<file path="src/rtl/bin_to_bcd_seq.sv">
// Sequential binary-to-BCD converter (shift-and-add-3, one bit per clock).
// Operands can optionally be two's complement; they are then converted as
// sign plus magnitude. The digits, sign and overflow flag are registered
// and held until the next conversion completes.
module bin_to_bcd_seq #(
  parameter int DATA_WIDTH  = 16,
  parameter int DIGITS      = 5,
  parameter bit SIGNED_MODE = 1'b0
) (
  input  logic                    clk,
  input  logic                    reset,
  input  logic                    start,
  input  logic [DATA_WIDTH-1:0]   A_input,
  output logic                    busy,
  output logic                    done,
  output logic [4*DIGITS-1:0]     bcd_out,
  output logic                    sign,
  output logic                    overflow
);

  localparam int BW = 4 * DIGITS;
  localparam int CW = $clog2(DATA_WIDTH + 1);

  localparam logic [1:0] ST_IDLE  = 2'd0;
  localparam logic [1:0] ST_SHIFT = 2'd1;
  localparam logic [1:0] ST_DONE  = 2'd2;

  // Reject unsupported parameter sets while elaborating.
  generate
    if ((DATA_WIDTH < 2) || (DATA_WIDTH > 32) || (DIGITS < 1)) begin : g_param_err
      $error("bin_to_bcd_seq: DATA_WIDTH must be 2..32 and DIGITS >= 1");
    end
  endgenerate

  logic [1:0]            state_r;
  logic [DATA_WIDTH-1:0] mag_r;
  logic [BW-1:0]         dig_r;
  logic [CW-1:0]         cnt_r;
  logic                  ovf_r;
  logic                  sign_r;

  logic                  neg_s;
  logic [DATA_WIDTH-1:0] load_mag_s;
  logic [BW-1:0]         adj_s;
  logic [BW-1:0]         shift_dig_s;
  logic                  shift_out_s;

  // Operand capture: negative operands (signed mode only) become their
  // magnitude as an unsigned DATA_WIDTH-bit value, so the most negative
  // operand maps onto 2^(DATA_WIDTH-1) without wrapping.
  always_comb begin
    neg_s = (SIGNED_MODE == 1'b1) && A_input[DATA_WIDTH-1];
    if (neg_s) begin
      load_mag_s = (~A_input) + {{(DATA_WIDTH-1){1'b0}}, 1'b1};
    end else begin
      load_mag_s = A_input;
    end
  end

  // Add 3 to every working digit that is 5 or more, then form the shifted
  // digit vector; the bit leaving the top digit signals overflow.
  always_comb begin
    adj_s = dig_r;
    for (int k = 0; k < DIGITS; k++) begin
      if (dig_r[4*k +: 4] >= 4'd5) begin
        adj_s[4*k +: 4] = dig_r[4*k +: 4] + 4'd3;
      end else begin
        adj_s[4*k +: 4] = dig_r[4*k +: 4];
      end
    end
    shift_dig_s = {adj_s[BW-2:0], mag_r[DATA_WIDTH-1]};
    shift_out_s = adj_s[BW-1];
  end

  // Control FSM plus working datapath and registered result outputs.
  always_ff @(posedge clk or posedge reset) begin
    if (reset) begin
      state_r  <= ST_IDLE;
      mag_r    <= {DATA_WIDTH{1'b0}};
      dig_r    <= {BW{1'b0}};
      cnt_r    <= {CW{1'b0}};
      ovf_r    <= 1'b0;
      sign_r   <= 1'b0;
      busy     <= 1'b0;
      done     <= 1'b0;
      bcd_out  <= {BW{1'b0}};
      sign     <= 1'b0;
      overflow <= 1'b0;
    end else begin
      case (state_r)
        ST_IDLE: begin
          done <= 1'b0;
          if (start) begin
            mag_r   <= load_mag_s;
            sign_r  <= neg_s;
            dig_r   <= {BW{1'b0}};
            ovf_r   <= 1'b0;
            cnt_r   <= CW'(DATA_WIDTH);
            busy    <= 1'b1;
            state_r <= ST_SHIFT;
          end else begin
            busy    <= 1'b0;
            state_r <= ST_IDLE;
          end
        end
        ST_SHIFT: begin
          dig_r <= shift_dig_s;
          mag_r <= {mag_r[DATA_WIDTH-2:0], 1'b0};
          ovf_r <= ovf_r | shift_out_s;
          cnt_r <= cnt_r - CW'(1);
          if (cnt_r == CW'(1)) begin
            // Last shift: publish the post-shift result.
            bcd_out  <= shift_dig_s;
            sign     <= sign_r;
            overflow <= ovf_r | shift_out_s;
            done     <= 1'b1;
            busy     <= 1'b0;
            state_r  <= ST_DONE;
          end else begin
            busy    <= 1'b1;
            state_r <= ST_SHIFT;
          end
        end
        ST_DONE: begin
          done    <= 1'b0;
          busy    <= 1'b0;
          state_r <= ST_IDLE;
        end
        default: begin
          done    <= 1'b0;
          busy    <= 1'b0;
          state_r <= ST_IDLE;
        end
      endcase
    end
  end

endmodule
</file>
<file path="config.mk">
export PLATFORM = sky130hd
export DESIGN_NAME = bin_to_bcd_seq
export DESIGN_NICKNAME = d
export VERILOG_FILES = /design/src/rtl/bin_to_bcd_seq.sv
export SDC_FILE = /design/constraint.sdc
export NUM_CORES = 1
export LEC_CHECK = 0
export ABC_AREA = 1
export CORE_MARGIN = 1
export CORE_UTILIZATION = 55
export CTS_CLUSTER_SIZE = 40
export DETAILED_ROUTE_END_ITERATION = 8
export PLACE_DENSITY = 0.8
export SYNTH_ARGS = -nofsm -noshare
export SYNTH_HDL_FRONTEND = slang
export SYNTH_SLANG_ARGS = --single-unit
</file>
<file path="constraint.sdc">
create_clock -name clk -period 2.6 [get_ports clk]
set_clock_uncertainty 0.05 [all_clocks]
set_input_delay 0.52 -clock clk [delete_from_list [all_inputs] [get_ports clk]]
set_output_delay 0.52 -clock clk [all_outputs]
set_load 0.005 [all_outputs]
</file>
==> flow_metrics.env, run 1 <==
export IMPL_seq_area_frac_synth=0.5176
export IMPL_root_buffer="sky130_fd_sc_hd__clkbuf_8"
export IMPL_yosys_warnings=0
export IMPL_synth_seq_cells=66
export IMPL_floorplan_initialDensity=0.5759
export IMPL_startpoint_type="flip-flop"
export IMPL_ys_dominant_reg_cell="sky130_fd_sc_hd__dfrtp_1"
export IMPL_grt_pass1_wl_um=10740
export IMPL_numPlacedInstances=493
export IMPL_final_number_of_setup_violating_endpoints=0
export IMPL_clock_power_share=0.198
export IMPL_synth_most_common_cell="sky130_fd_sc_hd__nand2_1"
export IMPL_worstReg2RegEnd="bcd_out[0]"
export IMPL_place_port_buffers=41
export IMPL_timing_hold_worst_path_depth=2
export IMPL_power_ir_vdd_worst_v=0.0007113
export IMPL_antennaDiodeCount=0
export IMPL_route_vias_total=2656
export IMPL_final_nets=463
export IMPL_post_detailed_route_wirelength_per_cell_um=12.72
export IMPL_crit_path_max_fanout=23
export IMPL_period_share=0.7698
export IMPL_timing_fmax_mhz=499.6
export IMPL_netlist_cell_type_count=24
export IMPL_timing_hold_worst_endpoint="bcd_out[3]"
export IMPL_yosysTopAreaCell="sky130_fd_sc_hd__dfrtp_1"
export IMPL_syn_area_um2=3191
export IMPL_grt_total_usage=0.2319
export IMPL_switching_share=0.3914
export IMPL_areaGrowthSynthToFinish_pct=20.71
export IMPL_transition_at_the_pin_with_the_smallest_max_transition_slack_ns=0.5724
export IMPL_post_cts_hold_buffers=0
export IMPL_power_net_switching_mw=1.838
export IMPL_clk_sink_count=66
export IMPL_grt_setup_unrepaired="no"
export IMPL_cts_tree="yes"
export IMPL_post_route_cell_area_um2=3851
export IMPL_synthesis_nets=420
export IMPL_layout_min_cycle_time_ns=2.001
export IMPL_critPathKind="reg -> reg"
export IMPL_worst_r2r_cell_count=7
export IMPL_synth_edf_count=0
export IMPL_pwr_density_cell_nw_per_um2=1219
export IMPL_post_drt_via_cell_ratio=5.218
export IMPL_top_level_ports=43
export IMPL_post_route_cells_drive_above_1_share=0.06636
export IMPL_hp_start="bcd_out[3]"
export IMPL_globalplace_congestion=0.8379
export IMPL_first_drt_pass_iteration_count=4
export IMPL_gate_count_of_the_mapped_netlist=389
export IMPL_timing_final_hold_violations=0
export IMPL_reg2reg_from="cnt_r[1]"
export IMPL_dpl_instance_area_um2=3635
export IMPL_wl_um=6473
export IMPL_r2r_slack_ns=0.60
export IMPL_grt_pass1_vias=2472
export IMPL_ys_top_cells_by_count="156 x sky130_fd_sc_hd__nand2_1, 66 x sky130_fd_sc_hd__dfrtp_1, 54 x sky130_fd_sc_hd__nand3_1, 30 x sky130_fd_sc_hd__inv_1, 18 x sky130_fd_sc_hd__o21ai_0"
export IMPL_yosysTopAreaCellShare=0.5176
export IMPL_post_layout_instance_count_excluding_filler_cells=509
export IMPL_die_h_um=78.17
export IMPL_timing_max_cap_violations=0
export IMPL_initialDrtViolationCount=239
export IMPL_seqPwrFrac=0.385
export IMPL_post_cts_resize_count=0
export IMPL_outcome="completed"
export IMPL_die_w_um=78.17
export IMPL_synthArstFlopShare=1.000
export IMPL_die_area_um2=6110
export IMPL_grt_start_max_net_pins=67
export IMPL_nFillCells=447
export IMPL_worst_setup_hold_path_clk_slew_ns=0.07
export IMPL_route_antenna_remaining_nets=0
export IMPL_initial_antenna_violation_count=0
export IMPL_cts_max_level=3
export IMPL_maxSlewHeadroom=0.6180
export IMPL_end_kind="flip-flop"
export IMPL_cts_path_max_buffers=2
export IMPL_netlist_top_cells_area="sky130_fd_sc_hd__dfrtp_1 52%, sky130_fd_sc_hd__nand2_1 18%, sky130_fd_sc_hd__nand3_1 8.5%"
export IMPL_combPwrFrac=0.417
export IMPL_post_cts_buffers=0
export IMPL_cp_data_required_time_ns=2.76
export IMPL_worst_hold_check_path_type="reg -> reg"
export IMPL_setup_total_negative_slack_ns=0
export IMPL_core_area_um2=5540
export IMPL_std_cell_rows=27
export IMPL_slew_viol_final=0
export IMPL_clk_insertion_delay_late_ns=0.35
export IMPL_dp_hpwl_um=4215
export IMPL_synth_avg_cell_area_um2=8.202
export IMPL_globalRoute_totalOverflow=0
export IMPL_power_report_internal_total_mw=2.858
export IMPL_post_route_drc_violation_count=0
export IMPL_cp_data_arrival_time_ns=2.16
export IMPL_cts_inserted_buffers=9
export IMPL_power_leakage_nw=1.957
[area by class of cell]
type,count,area (um2),share of cell area
multi-input combinational,276,1313,0.3408
clock buffer,15,186.4,0.04841
timing repair buffer,45,452.9,0.1176
clock inverter,1,30.03,0.007797
tap,72,90.09,0.02339
inverter,34,127.6,0.03314
sequential,66,1652,0.4288
[worst max-delay path by stage]
stage	start	end	slack (ns)	cells after the start
final	cnt_r[1]	bcd_out[0]	0.60	7
after global routing	cnt_r[1]	bcd_out[0]	0.33	7
after floorplan	reset	bcd_out[0]	0.38	1
after CTS	cnt_r[1]	bcd_out[0]	0.62	7
after detailed placement	start	cnt_r[2]	0.64	6
after global placement	cnt_r[1]	bcd_out[0]	0.62	7
[layout by cell type, fill, tap and decap left out, drive strengths merged, types with 4 or more instances in the layout]
cell type      count
nand2            158
o211ai             5
clkbuf            15
clkdlybuf4s50     41
dfrtp             66
buf                4
nor2               7
inv               34
ha                12
o21ai             19
a21oi             14
nand3             54
[sequential cells by signal, summed over array words and instances (netlist names)]
name      cells
overflow      1
bcd_out      20
ovf_r         1
dig_r        20
state_r       2
done          1
mag_r        16
cnt_r         5
[layer usage]
layer,vias up,global-route usage,share of wire
li1,1335,-,-
met1,1248,0.2942,0.45
met2,63,0.3640,0.49
met3,10,0.06977,0.049
met4,0,0.1093,0.014
met5,-,0,0
[power by group through the flow]
stage	Sequential [mW]	Combinational (mW)	Clock, mW
global placement	1.79	1.87	0
detailed placement	1.81	1.95	0
floorplan	1.76	1.34	0
CTS	1.80	1.97	0.948
finish	1.81	1.96	0.930
global route	1.86	2.23	0.983
[logic make-up after synthesis]
| logic type | Yosys count | synth area share |
|---|---|---|
| compound gates | 42 | 0.07295 |
| flops | 66 | 0.5176 |
| fa+ha+maj | 12 | 0.04706 |
| buf+inv | 47 | 0.07098 |
| other cells | 1 | 0.001175 |
| simple gates | 221 | 0.2902 |
[through the flow]
stage / power [mW] / hold slack [ns] / util / worst slack, ns
after floorplan: 3.096 / 0.3922 / - / 0.3752
after global placement: 3.658 / 0.4023 / 0.6561 / 0.6178
after detailed placement: 3.752 / 0.4090 / 0.6561 / 0.6412
after CTS: 4.715 / 0.4257 / 0.6951 / 0.6235
after global routing: 5.064 / 0.4509 / 0.6951 / 0.3349
final: 4.696 / 0.4197 / 0.6951 / 0.5986
[worst max-delay path, cell delays in order, from the launching register on]
cell,delay [ns]
sky130_fd_sc_hd__dfrtp_1,0.39
sky130_fd_sc_hd__inv_1,0.10
sky130_fd_sc_hd__ha_1,0.16
sky130_fd_sc_hd__nand3b_1,0.15
sky130_fd_sc_hd__nor2_2,0.48
sky130_fd_sc_hd__inv_2,0.32
sky130_fd_sc_hd__nand2_1,0.12
sky130_fd_sc_hd__o21ai_0,0.09
Power figures use the tool's default switching activity.
==> run 2: changes to the inputs <==
==> constraint.sdc (replaced) <==
create_clock -name clk -period 2 [get_ports clk]
set_clock_uncertainty 0.05 [all_clocks]
set_input_delay 0.4 -clock clk [delete_from_list [all_inputs] [get_ports clk]]
set_output_delay 0.4 -clock clk [all_outputs]
set_load 0.005 [all_outputs]
==> run 2 against run 1 <==
Against the previous run:
- utilization fell by 0.93 points
- clock power decreased by 2.7%
- critical path depth down 6
- wire length up 2.8%
- setup slack worse by 0.31 ns
- sequential power up 30%
- register-to-register slack got worse by 0.26 ns
- final cell count up 0.20%
- sequential cell count is the same
- global-route usage increased by 2.1 points
- combinational power rose by 31%
- largest cell class unchanged
==> flow_metrics.env, run 2 (synthesis gave the netlist of run 1 again) <==
export IMPL_initial_antenna_violation_count=0
export IMPL_seqPwrFrac=0.403
export IMPL_grt_start_max_net_pins=41
export IMPL_post_drt_via_cell_ratio=5.325
export IMPL_antennaDiodeCount=0
export IMPL_cp_slowest_cell="sky130_fd_sc_hd__clkdlybuf4s50_1"
export IMPL_post_detailed_route_wirelength_per_cell_um=13.04
export IMPL_post_cts_hold_buffers=0
export IMPL_grt_total_usage=0.2530
export IMPL_top_level_ports=43
export IMPL_cp_data_arrival_time_ns=1.26
export IMPL_power_net_switching_mw=2.367
export IMPL_setup_ws_ns=0.2880
export IMPL_clk_sink_count=66
export IMPL_timing_fmax_mhz=584.1
export IMPL_cts_inserted_buffers=9
export IMPL_initialDrtViolationCount=179
export IMPL_globalRoute_totalOverflow=0
export IMPL_power_leakage_nw=1.925
export IMPL_core_area_um2=5540
export IMPL_switching_share=0.4064
export IMPL_post_route_drc_violation_count=0
export IMPL_wl_um=6652
export IMPL_timing_max_cap_violations=0
export IMPL_reg2reg_from="dig_r[12]"
export IMPL_combPwrFrac=0.441
export IMPL_pwr_density_cell_nw_per_um2=1533
export IMPL_cp_data_required_time_ns=1.55
export IMPL_worst_setup_hold_path_clk_slew_ns=0.06
export IMPL_place_port_buffers=41
export IMPL_layout_cells_most_common_list="156 x sky130_fd_sc_hd__nand2_1, 66 x sky130_fd_sc_hd__dfrtp_1, 54 x sky130_fd_sc_hd__nand3_1"
export IMPL_outcome="completed"
export IMPL_power_report_internal_total_mw=3.457
export IMPL_startpoint_type="flip-flop"
export IMPL_final_nets=465
export IMPL_post_route_cell_area_um2=3800
export IMPL_grt_pass1_wl_um=11940
export IMPL_globalplace_congestion=0.8489
export IMPL_r2r_slack_ns=0.34
export IMPL_layout_area_seq_um2=1652
export IMPL_critPathKind="reg -> out"
export IMPL_dpl_instance_area_um2=3654
export IMPL_power_ir_vdd_worst_v=0.0006937
export IMPL_whs_ns=0.3124
export IMPL_post_route_cells_drive_above_1_share=0.05936
export IMPL_period_share=0.8560
export IMPL_max_stage_delay_ns=0.52
export IMPL_crit_path_max_fanout=3
export IMPL_worst_r2r_cell_count=8
export IMPL_grt_setup_unrepaired="no"
export IMPL_worstReg2RegEnd="dig_r[14]"
export IMPL_cts_path_max_buffers=2
export IMPL_nFillCells=464
export IMPL_layout_min_cycle_time_ns=1.712
export IMPL_setup_total_negative_slack_ns=0
export IMPL_grt_pass1_vias=2722
export IMPL_floorplan_initialDensity=0.5759
export IMPL_pre_cts_ws_ns=0.2239
export IMPL_die_w_um=78.17
export IMPL_areaGrowthSynthToFinish_pct=19.10
export IMPL_final_common_cell="sky130_fd_sc_hd__nand2_1"
export IMPL_root_buffer="sky130_fd_sc_hd__clkbuf_8"
export IMPL_clk_insertion_delay_late_ns=0.34
export IMPL_die_area_um2=6110
export IMPL_reg_largest_list="bcd_out: 20 flops, dig_r: 20 flops, mag_r: 16 flops"
export IMPL_crit_family="buffers and inverters"
export IMPL_end_kind="output pin"
export IMPL_std_cell_rows=27
export IMPL_timing_final_hold_violations=0
export IMPL_first_drt_pass_iteration_count=4
export IMPL_route_vias_total=2716
export IMPL_post_cts_buffers=0
export IMPL_worst_hold_check_path_type="in -> async"
export IMPL_final_number_of_setup_violating_endpoints=0
export IMPL_slew_viol_final=0
export IMPL_die_h_um=78.17
export IMPL_post_cts_resize_count=0
export IMPL_worst_path_buf_inv=1
export IMPL_path_cells="clkdlybuf4s50_1"
export IMPL_multi_input_gate_area_um2=1313
export IMPL_post_route_util=0.6859
export IMPL_cts_tree="yes"
export IMPL_cts_max_level=3
export IMPL_route_antenna_remaining_nets=0
export IMPL_dp_hpwl_um=4508
export IMPL_clock_power_share=0.155
==> run 2: cell types whose count changed in the layout (fill, tap and decap cells not counted), sizes merged <==
cell / before / now
inv: 34 / 33
bufinv: 1 / 0
clkinvlp: 0 / 1
buf: 4 / 6
==> run 2: layout make-up <==
type / count / area share
clock buffer: 15 / 0.03852
inverter: 34 / 0.03457
multi-input combinational: 276 / 0.3454
sequential: 66 / 0.4346
tap: 72 / 0.02371
timing repair buffer: 47 / 0.1231
==> run 2: layer usage <==
| metal | wire length (um) | global-route usage | part of all wire |
|---|---|---|---|
| met2 | 3112 | 0.3939 | 0.47 |
| met1 | 3108 | 0.3406 | 0.47 |
| met5 | 0 | 0 | 0 |
| met4 | 132 | 0.1148 | 0.020 |
| met3 | 299 | 0.05465 | 0.045 |
==> run 2: per-stage QoR <==
stage | cells | total power [mW]
finish | 510 | 5.824
global route | 510 | 6.405
detailed placement | 495 | 4.918
floorplan | 389 | 4.025
global placement | 495 | 4.771
CTS | 510 | 5.846
==> run 2: how the worst max path moves through the flow <==
| stage | endpoint | slack (ns) | depth (start not counted) | start |
|---|---|---|---|---|
| finish | busy | 0.29 | 1 | state_r[0] |
| global route | dig_r[14] | 0.16 | 8 | dig_r[13] |
| CTS | busy | 0.27 | 1 | state_r[0] |
| detailed placement | dig_r[8] | 0.22 | 6 | start |
| global placement | mag_r[11] | 0.26 | 6 | start |
| floorplan | dig_r[1] | 0.65 | 8 | dig_r[0] |
==> run 2: power by group through the flow <==
stage	clock network [mW]	logic (mW)	registers [mW]
6_report	0.905	2.57	2.35
5_1_grt	0.985	2.99	2.43
4_1_cts	0.917	2.58	2.35
3_5_place_dp	0	2.55	2.36
3_3_place_gp	0	2.44	2.33
2_1_floorplan	0	1.74	2.29
==> run 3: changes to the inputs <==
--- a/config.mk
+++ b/config.mk
@@ -10,7 +10,8 @@
 export CORE_UTILIZATION = 55
 export CTS_CLUSTER_SIZE = 40
 export DETAILED_ROUTE_END_ITERATION = 8
-export PLACE_DENSITY = 0.8
+export MAX_ROUTING_LAYER = met4
+export PLACE_DENSITY = 0.77
 export SYNTH_ARGS = -nofsm -noshare
 export SYNTH_HDL_FRONTEND = slang
 export SYNTH_SLANG_ARGS = --single-unit
==> run 3 against run 2 <==
Against the previous run:
- fmax is 0.60% lower
- hold slack gained 0.12 ns
- first-iteration DRC count decreased by 1.7%
- largest power group unchanged
- highest routed layer unchanged
==> flow_metrics.env, run 3 (synthesis gave the netlist of run 1 again) <==
export IMPL_root_buffer="sky130_fd_sc_hd__clkbuf_8"
export IMPL_cp_slowest_cell="sky130_fd_sc_hd__clkdlybuf4s50_1"
export IMPL_switching_share=0.4022
export IMPL_final_nets=465
export IMPL_power_ir_vdd_worst_v=0.0008329
export IMPL_critPathKind="reg -> out"
export IMPL_setup_total_negative_slack_ns=0
export IMPL_clk_insertion_delay_late_ns=0.35
export IMPL_place_port_buffers=41
export IMPL_worst_hold_check_path_type="in -> async"
export IMPL_cts_path_max_buffers=2
export IMPL_r2r_slack_ns=0.39
export IMPL_post_layout_instance_count_excluding_filler_cells=510
export IMPL_post_drt_via_cell_ratio=5.267
export IMPL_layout_min_cycle_time_ns=1.722
export IMPL_worstReg2RegEnd="dig_r[6]"
export IMPL_clock_power_share=0.170
export IMPL_post_cts_buffers=0
export IMPL_die_w_um=78.17
export IMPL_worst_r2r_cell_count=8
export IMPL_post_cts_hold_buffers=0
export IMPL_cts_max_level=3
export IMPL_post_cts_resize_count=0
export IMPL_wl_um=6316
export IMPL_power_leakage_nw=1.946
export IMPL_power_net_switching_mw=2.363
export IMPL_grt_total_usage=0.2364
export IMPL_crit_family="buffers and inverters"
export IMPL_route_antenna_remaining_nets=0
export IMPL_reg_largest_list="bcd_out: 20 flops, dig_r: 20 flops, mag_r: 16 flops"
export IMPL_slew_viol_final=0
export IMPL_globalplace_congestion=0.8611
export IMPL_startpoint_type="flip-flop"
export IMPL_die_area_um2=6110
export IMPL_worst_path_buf_inv=1
export IMPL_final_number_of_setup_violating_endpoints=0
export IMPL_post_route_cell_area_um2=3824
export IMPL_grt_start_max_net_pins=67
export IMPL_core_area_um2=5540
export IMPL_timing_max_cap_violations=0
export IMPL_post_route_cells_drive_above_1_share=0.07078
export IMPL_end_kind="output pin"
export IMPL_seqPwrFrac=0.399
export IMPL_outcome="completed"
export IMPL_antennaDiodeCount=0
export IMPL_initial_antenna_violation_count=0
export IMPL_grt_setup_unrepaired="no"
export IMPL_final_common_cell="sky130_fd_sc_hd__nand2_1"
export IMPL_die_h_um=78.17
export IMPL_max_stage_delay_ns=0.52
export IMPL_timing_fmax_mhz=580.6
export IMPL_grt_pass1_vias=2499
export IMPL_worst_setup_hold_path_clk_slew_ns=0.07
export IMPL_cts_tree="yes"
export IMPL_timing_final_hold_violations=0
export IMPL_power_report_internal_total_mw=3.513
export IMPL_pre_cts_ws_ns=0.1950
export IMPL_crit_path_max_fanout=3
export IMPL_dpl_instance_area_um2=3654
export IMPL_std_cell_rows=27
export IMPL_post_detailed_route_wirelength_per_cell_um=12.38
export IMPL_reg2reg_from="dig_r[4]"
export IMPL_setup_ws_ns=0.2777
export IMPL_top_level_ports=43
export IMPL_cp_data_required_time_ns=1.55
export IMPL_globalRoute_totalOverflow=0
export IMPL_cts_inserted_buffers=9
export IMPL_initialDrtViolationCount=176
export IMPL_pwr_density_cell_nw_per_um2=1537
export IMPL_combPwrFrac=0.431
export IMPL_floorplan_initialDensity=0.5759
export IMPL_areaGrowthSynthToFinish_pct=19.84
export IMPL_route_vias_total=2686
export IMPL_period_share=0.8611
export IMPL_path_cells="clkdlybuf4s50_1"
export IMPL_clk_sink_count=66
export IMPL_numPlacedInstances=495
export IMPL_grt_pass1_wl_um=10800
export IMPL_cp_data_arrival_time_ns=1.27
export IMPL_dp_hpwl_um=4307
export IMPL_first_drt_pass_iteration_count=4
export IMPL_nFillCells=478
export IMPL_post_route_drc_violation_count=0
export IMPL_whs_ns=0.4287
export IMPL_layout_cells_most_common_list="156 x sky130_fd_sc_hd__nand2_1, 66 x sky130_fd_sc_hd__dfrtp_1, 54 x sky130_fd_sc_hd__nand3_1"
run 3: worst max path at each step:
stage / endpoint / cells past startpoint / slack [ns] / startpoint
after floorplan: dig_r[1] / 8 / 0.65 / dig_r[0]
after global placement: mag_r[1] / 6 / 0.24 / start
after detailed placement: dig_r[13] / 6 / 0.19 / start
after CTS: busy / 1 / 0.26 / state_r[0]
after global routing: dig_r[10] / 8 / 0.21 / dig_r[8]
final: busy / 1 / 0.28 / state_r[0]
run 3: per-stage QoR:
step                power (mW)    util
floorplan                4.025       -
global placement         4.780  0.6594
detailed placement       4.905  0.6594
CTS                      5.910  0.6902
global route             6.416  0.6902
finish                   5.876  0.6902
run 3: per-layer routing:
layer,vias up,wire length [um],GRT usage
met1,1263,2973,0.2940
met2,76,2916,0.3640
met4,0,143,0.1315
li1,1335,-,-
met5,-,0,-
met3,12,283,0.04651
run 3: final cells by class:
type | count | area [um2] | share of cell area
flip-flops and latches | 66 | 1652 | 0.4319
multi-input cells | 276 | 1313 | 0.3433
repair buffers | 47 | 467.9 | 0.1224
clock buffers | 12 | 155.1 | 0.04058
inverters | 34 | 131.4 | 0.03436
well taps | 72 | 90.09 | 0.02356
clock inverters | 3 | 15.01 | 0.003927
run 3: power by group through the flow:
stage	Sequential, mW	Clock [mW]	Combinational (mW)
2_1_floorplan	2.29	0	1.74
3_5_place_dp	2.36	0	2.54
6_report	2.35	0.997	2.53
4_1_cts	2.34	1.01	2.55
3_3_place_gp	2.34	0	2.44
5_1_grt	2.42	1.07	2.93
